<file path="config.mk">
export PLATFORM = sky130hd
export DESIGN_NAME = pong_game_ctrl_flat
export DESIGN_NICKNAME = d
export VERILOG_FILES = /design/src/rtl/pong_pkg.sv /design/src/rtl/pong_game_ctrl_if.sv /design/src/rtl/sync_edge.sv /design/src/rtl/pong_game_ctrl.sv /design/src/flat_wrapper.sv
export SDC_FILE = /design/constraint.sdc
export NUM_CORES = 1
export LEC_CHECK = 0
export ABC_AREA = 1
export ABC_CLOCK_PERIOD_IN_PS = 3400
export BUFFER_PORTS_ARGS = -buffer_cell sky130_fd_sc_hd__buf_2
export CELL_PAD_IN_SITES_DETAIL_PLACEMENT = 0
export CELL_PAD_IN_SITES_GLOBAL_PLACEMENT = 1
export CORE_ASPECT_RATIO = 1.75
export CORE_MARGIN = 1.5
export CORE_UTILIZATION = 41
export DETAILED_ROUTE_END_ITERATION = 12
export PLACE_DENSITY_LB_ADDON = 0.1
export SETUP_SLACK_MARGIN = 0.05
export SLEW_MARGIN = 15
export SYNTH_ARGS = -nofsm -noshare
export SYNTH_HDL_FRONTEND = slang
export SYNTH_SLANG_ARGS = --single-unit
export TNS_END_PERCENT = 20
</file>
<file path="constraint.sdc">
create_clock -name CLK -period 3.4 [get_ports CLK]
set_clock_uncertainty 0.1 [all_clocks]
set_input_delay 0.68 -clock CLK [delete_from_list [all_inputs] [get_ports CLK]]
set_output_delay 0.68 -clock CLK [all_outputs]
set_load 0.02 [all_outputs]
</file>
<file path="src/rtl/pong_pkg.sv">
// Shared definitions for the pong game controller: state encoding,
// paddle length table and default screen geometry.
package pong_pkg;

  typedef enum logic [1:0] {
    ST_MENU  = 2'd0,
    ST_READY = 2'd1,
    ST_RUN   = 2'd2,
    ST_PAUSE = 2'd3
  } state_e;

  localparam logic [7:0] LEN_00 = 8'd32;
  localparam logic [7:0] LEN_01 = 8'd48;
  localparam logic [7:0] LEN_10 = 8'd64;
  localparam logic [7:0] LEN_11 = 8'd96;

  localparam int SCREEN_W_DEF = 1280;
  localparam int POS_W_DEF    = 11;
  localparam int PAD_STEP_DEF = 8;

  function automatic logic [7:0] len_lut(input logic [1:0] sw);
    case (sw)
      2'b00:   len_lut = LEN_00;
      2'b01:   len_lut = LEN_01;
      2'b10:   len_lut = LEN_10;
      default: len_lut = LEN_11;
    endcase
  endfunction

endpackage

</file>
<file path="src/rtl/pong_game_ctrl_if.sv">
// MCU control inputs and game/paddle outputs of the pong controller.
// The slave modport is the controller; the master modport drives it.
interface pong_game_ctrl_if #(
  parameter int POS_W = 11
);
  logic [1:0]       mcu_btn;
  logic [1:0]       mcu_sw;
  logic             mcu_str;
  logic             mcu_img;
  logic             frame_tick;
  logic [1:0]       game_state;
  logic             show_menu;
  logic             run_en;
  logic             rst_game;
  logic [POS_W-1:0] paddle_x;
  logic [7:0]       paddle_len;

  modport master (
    output mcu_btn, mcu_sw, mcu_str, mcu_img, frame_tick,
    input  game_state, show_menu, run_en, rst_game, paddle_x, paddle_len
  );

  modport slave (
    input  mcu_btn, mcu_sw, mcu_str, mcu_img, frame_tick,
    output game_state, show_menu, run_en, rst_game, paddle_x, paddle_len
  );
endinterface

</file>
<file path="src/rtl/sync_edge.sv">
// Two-flop synchronizer with optional registered rising-edge pulse.
// Reset value is a parameter so inputs held high across reset give no edge.
module sync_edge #(
  parameter int   W       = 1,
  parameter logic RST_VAL = 1'b0,
  parameter logic EDGE_EN = 1'b1
) (
  input  logic         clk_i,
  input  logic         rst_i,
  input  logic [W-1:0] d_i,
  output logic [W-1:0] lvl_o,
  output logic [W-1:0] rise_o
);
  logic [W-1:0] s1_q, s2_q;

  always_ff @(posedge clk_i) begin
    if (rst_i) begin
      s1_q <= {W{RST_VAL}};
      s2_q <= {W{RST_VAL}};
    end else begin
      s1_q <= d_i;
      s2_q <= s1_q;
    end
  end

  assign lvl_o = s2_q;

  generate
    if (EDGE_EN) begin : g_edge
      logic [W-1:0] s2d_q, rise_q;
      // pulse is registered so a state update lands three edges after the first sample
      always_ff @(posedge clk_i) begin
        if (rst_i) begin
          s2d_q  <= {W{RST_VAL}};
          rise_q <= '0;
        end else begin
          s2d_q  <= s2_q;
          rise_q <= s2_q & ~s2d_q;
        end
      end
      assign rise_o = rise_q;
    end else begin : g_no_edge
      assign rise_o = '0;
    end
  endgenerate

endmodule

</file>
<file path="src/rtl/pong_game_ctrl.sv">
// Pong game controller: synchronizes MCU controls, runs the game FSM and
// computes paddle length and position on the pixel clock.
module pong_game_ctrl
  import pong_pkg::*;
#(
  parameter int SCREEN_W = SCREEN_W_DEF,
  parameter int POS_W    = POS_W_DEF,
  parameter int PAD_STEP = PAD_STEP_DEF
) (
  input logic             CLK,
  input logic             RST,
  pong_game_ctrl_if.slave bus
);
  localparam int               XW    = POS_W + 1;
  localparam logic [XW-1:0]    SCR_W = XW'(SCREEN_W);
  localparam logic [XW-1:0]    STEP  = XW'(PAD_STEP);
  localparam logic [POS_W-1:0] X_RST = POS_W'((SCREEN_W - int'(LEN_00)) / 2);

  logic [1:0] si_rise, si_lvl_unused;
  logic [3:0] bs_lvl, bs_rise_unused;
  logic       str_rise, img_rise;
  logic [1:0] btn, sw;

  sync_edge #(.W(2), .RST_VAL(1'b1), .EDGE_EN(1'b1)) u_sync_si (
    .clk_i  (CLK),
    .rst_i  (RST),
    .d_i    ({bus.mcu_img, bus.mcu_str}),
    .lvl_o  (si_lvl_unused),
    .rise_o (si_rise)
  );

  sync_edge #(.W(4), .RST_VAL(1'b0), .EDGE_EN(1'b0)) u_sync_bs (
    .clk_i  (CLK),
    .rst_i  (RST),
    .d_i    ({bus.mcu_sw, bus.mcu_btn}),
    .lvl_o  (bs_lvl),
    .rise_o (bs_rise_unused)
  );

  assign str_rise = si_rise[0];
  assign img_rise = si_rise[1];
  assign btn      = bs_lvl[1:0];
  assign sw       = bs_lvl[3:2];

  state_e           state_q;
  logic             rst_game_q;
  logic [7:0]       len_q, len_d;
  logic [POS_W-1:0] x_q, x_d;
  logic             latch_len;
  logic [XW-1:0]    x_ext, len_ext, x_nx;

  // img_rise always wins over str_rise, so it is tested first in every state
  always_ff @(posedge CLK) begin
    if (RST) begin
      state_q    <= ST_MENU;
      rst_game_q <= 1'b0;
    end else begin
      rst_game_q <= 1'b0;
      case (state_q)
        ST_MENU:  if (img_rise) begin
                    state_q    <= ST_READY;
                    rst_game_q <= 1'b1;
                  end
        ST_READY: if (img_rise) state_q <= ST_MENU;
                  else if (str_rise) state_q <= ST_RUN;
        ST_RUN:   if (img_rise) state_q <= ST_MENU;
                  else if (str_rise) state_q <= ST_PAUSE;
        default:  if (img_rise) state_q <= ST_MENU;
                  else if (str_rise) state_q <= ST_RUN;
      endcase
    end
  end

  // all geometry math is one bit wider than paddle_x so sums cannot wrap
  always_comb begin
    latch_len = (state_q == ST_MENU) || (state_q == ST_READY);
    len_d     = latch_len ? len_lut(sw) : len_q;
    x_ext     = XW'(x_q);
    len_ext   = XW'(len_d);
    x_nx      = x_ext;
    if (state_q == ST_MENU && img_rise) begin
      x_nx = (SCR_W - len_ext) >> 1;
    end else if (latch_len && (x_ext + len_ext > SCR_W)) begin
      x_nx = SCR_W - len_ext;
    end else if (state_q == ST_RUN && bus.frame_tick) begin
      if (btn == 2'b01)
        x_nx = (x_ext < STEP) ? '0 : x_ext - STEP;
      else if (btn == 2'b10)
        x_nx = (x_ext + len_ext + STEP > SCR_W) ? SCR_W - len_ext : x_ext + STEP;
    end
    x_d = x_nx[POS_W-1:0];
  end

  always_ff @(posedge CLK) begin
    if (RST) begin
      len_q <= LEN_00;
      x_q   <= X_RST;
    end else begin
      len_q <= len_d;
      x_q   <= x_d;
    end
  end

  assign bus.game_state = state_q;
  assign bus.show_menu  = (state_q == ST_MENU);
  assign bus.run_en     = (state_q == ST_RUN);
  assign bus.rst_game   = rst_game_q;
  assign bus.paddle_x   = x_q;
  assign bus.paddle_len = len_q;

endmodule

</file>
<file path="src/flat_wrapper.sv">
// flat-port wrapper written by rule: the top's interface ports become plain ports
module pong_game_ctrl_flat import pong_pkg::*;
#(
  parameter int SCREEN_W = SCREEN_W_DEF,
  parameter int POS_W    = POS_W_DEF,
  parameter int PAD_STEP = PAD_STEP_DEF
)
  (CLK, RST, bus_mcu_btn, bus_mcu_sw, bus_mcu_str, bus_mcu_img, bus_frame_tick, bus_game_state, bus_show_menu, bus_run_en, bus_rst_game, bus_paddle_x, bus_paddle_len);
  pong_game_ctrl_if #(.POS_W(POS_W)) bus_i ();
  input logic CLK;
  input logic RST;
  input wire logic [$bits(bus_i.mcu_btn)-1:0] bus_mcu_btn;
  input wire logic [$bits(bus_i.mcu_sw)-1:0] bus_mcu_sw;
  input wire logic [$bits(bus_i.mcu_str)-1:0] bus_mcu_str;
  input wire logic [$bits(bus_i.mcu_img)-1:0] bus_mcu_img;
  input wire logic [$bits(bus_i.frame_tick)-1:0] bus_frame_tick;
  output wire logic [$bits(bus_i.game_state)-1:0] bus_game_state;
  output wire logic [$bits(bus_i.show_menu)-1:0] bus_show_menu;
  output wire logic [$bits(bus_i.run_en)-1:0] bus_run_en;
  output wire logic [$bits(bus_i.rst_game)-1:0] bus_rst_game;
  output wire logic [$bits(bus_i.paddle_x)-1:0] bus_paddle_x;
  output wire logic [$bits(bus_i.paddle_len)-1:0] bus_paddle_len;
  assign bus_i.mcu_btn = bus_mcu_btn;
  assign bus_i.mcu_sw = bus_mcu_sw;
  assign bus_i.mcu_str = bus_mcu_str;
  assign bus_i.mcu_img = bus_mcu_img;
  assign bus_i.frame_tick = bus_frame_tick;
  assign bus_game_state = bus_i.game_state;
  assign bus_show_menu = bus_i.show_menu;
  assign bus_run_en = bus_i.run_en;
  assign bus_rst_game = bus_i.rst_game;
  assign bus_paddle_x = bus_i.paddle_x;
  assign bus_paddle_len = bus_i.paddle_len;
  pong_game_ctrl #(.SCREEN_W(SCREEN_W), .POS_W(POS_W), .PAD_STEP(PAD_STEP)) u_core (.CLK(CLK), .RST(RST), .bus(bus_i));
endmodule
</file>
==> results of run 1 <==
-- state kept, by name (all words and copies together), names as in the netlist --
register and cells:
u_core.u_sync_si.g_edge.s2d_q 2, u_core.bus.paddle_len 8, u_core.u_sync_bs.s1_q 4, u_core.u_sync_si.lvl_o 2, u_core.u_sync_si.s1_q 2, u_core.u_sync_si.rise_o 2
u_core.u_sync_bs.lvl_o 4, u_core.bus.game_state 2, u_core.bus.rst_game 1, u_core.bus.paddle_x 11
-- power groups by stage --
stage | Combinational [mW] | Sequential, mW | Clock [mW]
after floorplan | 0.0605 | 0.474 | 0
after global placement | 0.0872 | 0.472 | 0
after detailed placement | 0.0875 | 0.472 | 0
after CTS | 0.0877 | 0.462 | 0.299
after global routing | 0.100 | 0.463 | 0.318
final | 0.0881 | 0.462 | 0.284
-- per-layer routing --
layer	global-route usage, %	vias up	part of all wire [%]
met3	2.20	6	2.0
met2	40.4	34	55
met4	8.73	0	1.5
li1	-	1223	-
met5	0	-	0
met1	22.7	1064	41
-- repair_timing --
action,4_1_cts,5_1_grt
hold buffers,0,0
buffers inserted,0,0
gates resized for setup,0,5
endpoints found under the setup margin,0,11
-- cells in the mapped netlist (all sizes together) (2+ instances only) --
cell type and n:
o21ai 11, or2 5, a21oi 15, buf 2
xnor2 5, dfxtp 38, o22ai 3, nand4 7
clkbuf 5, inv 52, nor2 41, nand2 96
nand3 31, nor3 9, xor2 15, nand3b 3
o21bai 2, ha 11, o21a 2
-- worst paths after layout --
check,from,to,slack [ps],cells after the start
worst min-delay path,u_core.u_sync_si.g_edge.s2d_q[0],u_core.u_sync_si.rise_o[0],290,1
worst min register to register,u_core.u_sync_si.g_edge.s2d_q[0],u_core.u_sync_si.rise_o[0],290,1
worst max register to register,u_core.bus.game_state[1],u_core.bus.paddle_x[3],360,20
worst max-delay path,u_core.bus.game_state[1],u_core.bus.paddle_x[3],360,20
-- kinds of logic (layout without fill, tap and decap cells) --
family                   Yosys count  count (layout)
adder cells (fa/ha/maj)           12              12
XOR/XNOR                          20              20
AND/OR/NAND/NOR                  193             193
buffers and inverters             60              99
AO/OA/AOI/OAI                     37              37
flip-flops                        38              38
multiplexers                       1               1
-- cell type report --
type,count,area (µm²),share of cell area [%]
Multi-Input combinational cell,263,1540,53.3
Sequential cell,38,762,26.4
Timing Repair Buffer,39,213,7.36
Inverter,53,199,6.88
Tap cell,78,97.6,3.38
Clock buffer,5,68.8,2.38
Clock inverter,2,10.0,0.346
-- through the flow --
step	cell area, µm²	setup WS, ps	total power [mW]	std cells
global placement	2800	187	0.559	471
detailed placement	2800	161	0.560	471
CTS	2880	144	0.848	478
global route	2890	55.6	0.881	478
floorplan	2520	312	0.535	361
finish	2890	363	0.834	478
==> metrics.txt, run 1 <==
Vias/cell 4.87; worst-path maximum fanout 8; CP arrival 3130 ps; main combinational cell family by area after synthesis simple AND/OR/NAND/NOR gates; Adder-Cell Fraction of Synth Area 6.25%; Clock Power Share 34.0%; Routed WL per cell 13.4 µm; Fin Hold WS 289 ps; Initial Utilization 42.6%; Clock transition at path regs 70 ps; critical path's slowest cell dfxtp_2; total clock sinks 38; switching part of the total power 25.1%; Worst setup EP type register; Post-route DRC 0; most common library cell in the layout ignoring fill and taps nand2_1; Synth Area in XOR/XNOR 7.54%; CP Cell Sequence buf_4, nand2_1, inv_1, ha_1, nand2_1, inv_1, nand2_1, nand2_1, nand2_1, a21oi_1, nand2_1, nor2_1, nand2_1, nor2_1, nand2_2, nand3_4, nand3_4, o21ai_1, o21bai_1, inv_1; Synthesized Nets 382; CP most frequent cell nand2_1; diode count 0; IO Port Bufs 32; dominant delay contributor by cell family on the critical path simple AND/OR/NAND/NOR gates; CP Data Required Time 3490 ps; crit share post-route 89.3%; Clk Latency, worst-skew pair 290 ps; simple-gate portion of the synthesized area 37.4%; Die ar. 0.00665 mm²; CP peak stage delay 360 ps; synth unique cells 39; setup tns final 0 ps; commonest non-fill, non-tap cells in the layout 80 x nand2_1, 48 x inv_1, 38 x nor2_1; Synth Instances 361; total net switching power 0.209 mW; max-cap violations 0; Comb pwr share 10.6%; post-synthesis sequential area ratio 30.1%; share of the synthesized area in the top cell type 30.1%; layout net count 421; Slew Viols, Final 0; Max-slew headroom 43.1%; FILL cells 657; root buf cell clkbuf_8; largest net degree at the start of global routing 30; hold violation count in the final report 0; synth top area cells dfxtp_1 30%, nand2_1 12%, inv_1 7.1%; Syn Area/Cell 6.99 µm²; Worst Hold Class register to register; post-route ant nets 0; CP bufs+invs 4; hpwl dp 5.21 mm; I/O pin cnt 33; routability cong. 0.838; leakage power 1.51 nW; number of flops mapped to enable cells by yosys 0; Detailed Route WL 6.43 mm; H-tree levels 2; Mapped Area 0.00252 mm²; vias in the first global route 2278; Slew @ Worst Pin 846 ps; first-pass GRT wire length 10.8 mm; Post-synth ARST share 0%; Worst setup SP type register; Yosys reg bits 38; outcome complete, no violations; Iteration-0 DRC Markers 98; layout cells sized above 1 23.5%; Final min period 3040 ps; worst vdd ir 0.398 mV; gr ovfl total 0; # rows 37; CTS Buffer Depth 2; Synth area leader dfxtp_1; sequential share of power 55.4%; core area 0.00593 mm²; post-synthesis compound-gate area fraction 9.02%; P&R area growth vs syn 14.6%; overall via count from detail_route 2327; CTS tree built; Post-Route Utilization 48.8%; Int Pwr 0.625 mW; TritonCTS Buffers 5; Max Fclk 329 MHz; GRT Overall Usage 20.9%; Synth Flop Type dfxtp_1; multiplexer share of the synthesized area 0.397%; initial antenna violation count 0; P per Cell Area 289 mW/mm²; Final setup violation count 0; DR pass1 iterations 4; yosys warns 0; Chip Height 107 µm; DIE WIDTH 62.3 µm; RSZ-0062 raised after global routing no; Crit Path Class register to register
No activity file was read; power rests on OpenSTA's default activity.
==> run 2, diff against run 1 <==
--- a/config.mk
+++ b/config.mk
@@ -11,10 +11,9 @@
 export CELL_PAD_IN_SITES_DETAIL_PLACEMENT = 0
 export CELL_PAD_IN_SITES_GLOBAL_PLACEMENT = 1
 export CORE_ASPECT_RATIO = 1.75
-export CORE_MARGIN = 1.5
 export CORE_UTILIZATION = 41
 export DETAILED_ROUTE_END_ITERATION = 12
-export PLACE_DENSITY_LB_ADDON = 0.1
+export PLACE_DENSITY_LB_ADDON = 0.12
 export SETUP_SLACK_MARGIN = 0.05
 export SLEW_MARGIN = 15
 export SYNTH_ARGS = -nofsm -noshare
==> run 2 against run 1 <==
Compared with the run above: sequential power about the same; flip-flop and latch count unchanged; core utilization up 1.0 points; critical path type unchanged; final cell count up 0.21%; combinational power about the same; first-iteration DRC count up 17%; sequential share of layout area down 0.54 points; clock power up 67%; global-route usage up 0.95 points; largest cell class unchanged; highest routed layer unchanged; register-to-register slack worse by 40 ps; critical path depth down 1; maximum frequency down 1.4%.
==> metrics.txt, run 2 (synthesized netlist as in run 1, its figures left out) <==
Initial Utilization 42.6% (unchanged); overall via count from detail_route 2352 (+1.1%); CP Data Required Time 3480 ps (about the same); Clock Power Share 46.3% (+12 points); commonest non-fill, non-tap cells in the layout 80 x nand2_1, 48 x inv_1, 38 x nor2_1; CP peak stage delay 410 ps (+50 ps); CP most frequent cell nand2_1; hold violation count in the final report 0 (unchanged); CP arrival 3170 ps (+40 ps); Detailed Route WL 6.38 mm (-0.78%); layout net count 421 (unchanged); GRT met1 Usage 23.4% (+0.73 points); routability cong. 0.859 (+2.5%); Final min period 3080 ps (+44.0 ps); post-CTS setup buffer count 0 (unchanged); Int Pwr 0.800 mW (+28%); Final setup violation count 0 (unchanged); Max-slew headroom 56.1% (+13 points); largest net degree at the start of global routing 30 (unchanged); RSZ-0062 raised after global routing no; CTS Buffer Depth 2 (unchanged); TritonCTS Buffers 5 (unchanged); Chip Height 106 µm (-0.94%); Slew Viols, Final 0 (unchanged); worst-path maximum fanout 8 (unchanged); Worst Hold Class register to register; diode count 0 (unchanged); Max Fclk 325 MHz (-1.4%); switching part of the total power 21.8% (-3.3 points); IO Port Bufs 32 (unchanged); hpwl dp 5.12 mm (-1.8%); Vias/cell 4.91 (+0.86%); I/O pin cnt 33 (unchanged); P&R area growth vs syn 17.0%; total net switching power 0.223 mW (+6.7%); vias in the first global route 2312 (+1.5%); gr busiest metal met2; Routed WL per cell 13.3 µm (-0.98%); met2 GRT Util 39.9% (-0.47 points); max-cap violations 0 (unchanged); setup tns final 0 ps (unchanged); Worst setup SP type register; most common library cell in the layout ignoring fill and taps nand2_1; post-route ant nets 0 (unchanged); max FFs per register 11 (unchanged); Clk Latency, worst-skew pair 290 ps (about the same); Final Cell Area 0.00295 mm² (+2.1%); H-tree levels 2 (unchanged); multi-input logic area 0.00154 mm² (-0.24%); Die ar. 0.00649 mm² (-2.5%); hold buffers post-CTS 0 (unchanged); DIE WIDTH 61.3 µm (-1.6%); total clock sinks 38 (unchanged); CTS tree built; Crit Path Class register to register; leakage power 1.54 nW (+1.8%); Clock transition at path regs 80 ps (about the same); gr ovfl total 0 (unchanged); Slew @ Worst Pin 653 ps (-193 ps); placed cell area 0.00280 mm² (unchanged); critical path's slowest cell dfxtp_2; Iteration-0 DRC Markers 115 (+17%); Post-route DRC 0 (unchanged); layout cells sized above 1 23.2% (-0.31 points); Reg area 762 µm² (unchanged); Worst setup EP type register; # rows 37 (unchanged); worst vdd ir 0.498 mV (+25%); outcome complete, no violations; GRT Overall Usage 21.8% (+0.95 points); Comb pwr share 8.6% (-2.0 points); root buf cell clkbuf_8; CP Cell Sequence inv_1, o21ai_1, inv_1, ha_1, nand2_1, nor2_4, nand4_2, nand4_1, nand2_1, nor2_1, nand2_1, nand2_2, nand2_1, nand2_2, nand2_4, a21oi_1, nand2_1, nand3_1, nand2_1; P per Cell Area 347 mW/mm² (+20%); DR pass1 iterations 4 (unchanged); GR Util met3 2.21% (+0.0050 points); first-pass GRT wire length 10.5 mm (-2.7%); FILL cells 677 (+3.0%); core area 0.00593 mm² (unchanged); initial antenna violation count 0 (unchanged); crit share post-route 90.6% (+1.3 points); sequential share of power 45.1% (-10 points)
## run 2: metrics by stage
step	hold slack [ps]	instances	worst slack, ps	utilization [%]	power (mW)
finish	292	479	319	49.8	1.02
global route	304	479	53.2	49.8	1.06
CTS	296	479	166	49.7	1.03
detailed placement	286	471	66.1	47.3	0.560
global placement	278	471	63.6	47.3	0.559
floorplan	273	361	312	-	0.535
## run 2: power by group through the flow
stage | Combinational (mW) | Clock [mW] | Sequential (mW)
5_1_grt | 0.0991 | 0.498 | 0.463
4_1_cts | 0.0883 | 0.485 | 0.461
3_3_place_gp | 0.0874 | 0 | 0.472
3_5_place_dp | 0.0880 | 0 | 0.472
2_1_floorplan | 0.0605 | 0 | 0.474
6_report | 0.0878 | 0.474 | 0.461
## run 2: routing by layer
| metal | wire (µm) | vias up |
|---|---|---|
| met5 | 0 | - |
| met2 | 3390 | 47 |
| met3 | 107 | 17 |
| li1 | - | 1223 |
| met1 | 2650 | 1065 |
| met4 | 232 | 0 |
## run 2: layout make-up
type / count / share of cell area (%)
multi-input combinational: 263 / 52.1
inverter: 53 / 6.74
sequential: 38 / 25.8
clock inverter: 2 / 2.03
clock buffer: 6 / 2.80
tap: 78 / 3.31
timing repair buffer: 39 / 7.21
## run 2: worst paths after layout
| kind | endpoint | depth (start not counted) | from | slack [ps] |
|---|---|---|---|---|
| max | u_core.bus.paddle_x[5] | 19 | u_core.bus.game_state[1] | 320 |
| min | u_core.u_sync_si.rise_o[1] | 1 | u_core.u_sync_si.g_edge.s2d_q[1] | 290 |
| max reg2reg | u_core.bus.paddle_x[5] | 19 | u_core.bus.game_state[1] | 320 |
| min reg2reg | u_core.u_sync_si.rise_o[1] | 1 | u_core.u_sync_si.g_edge.s2d_q[1] | 290 |
## run 2: repair_timing
item                                    CTS  global route
gates resized for setup                   1             3
cloned                                    0             0
endpoints found under the setup margin    1            11
## run 2: critical path, delay by kind of cell, from the launching register on
| kind | cells | cell delay [ps] |
|---|---|---|
| compound gates | 2 | 320 |
| fa+ha+maj | 1 | 370 |
| buf+inv | 2 | 240 |
| simple gates | 14 | 1520 |
| flops | 1 | 410 |
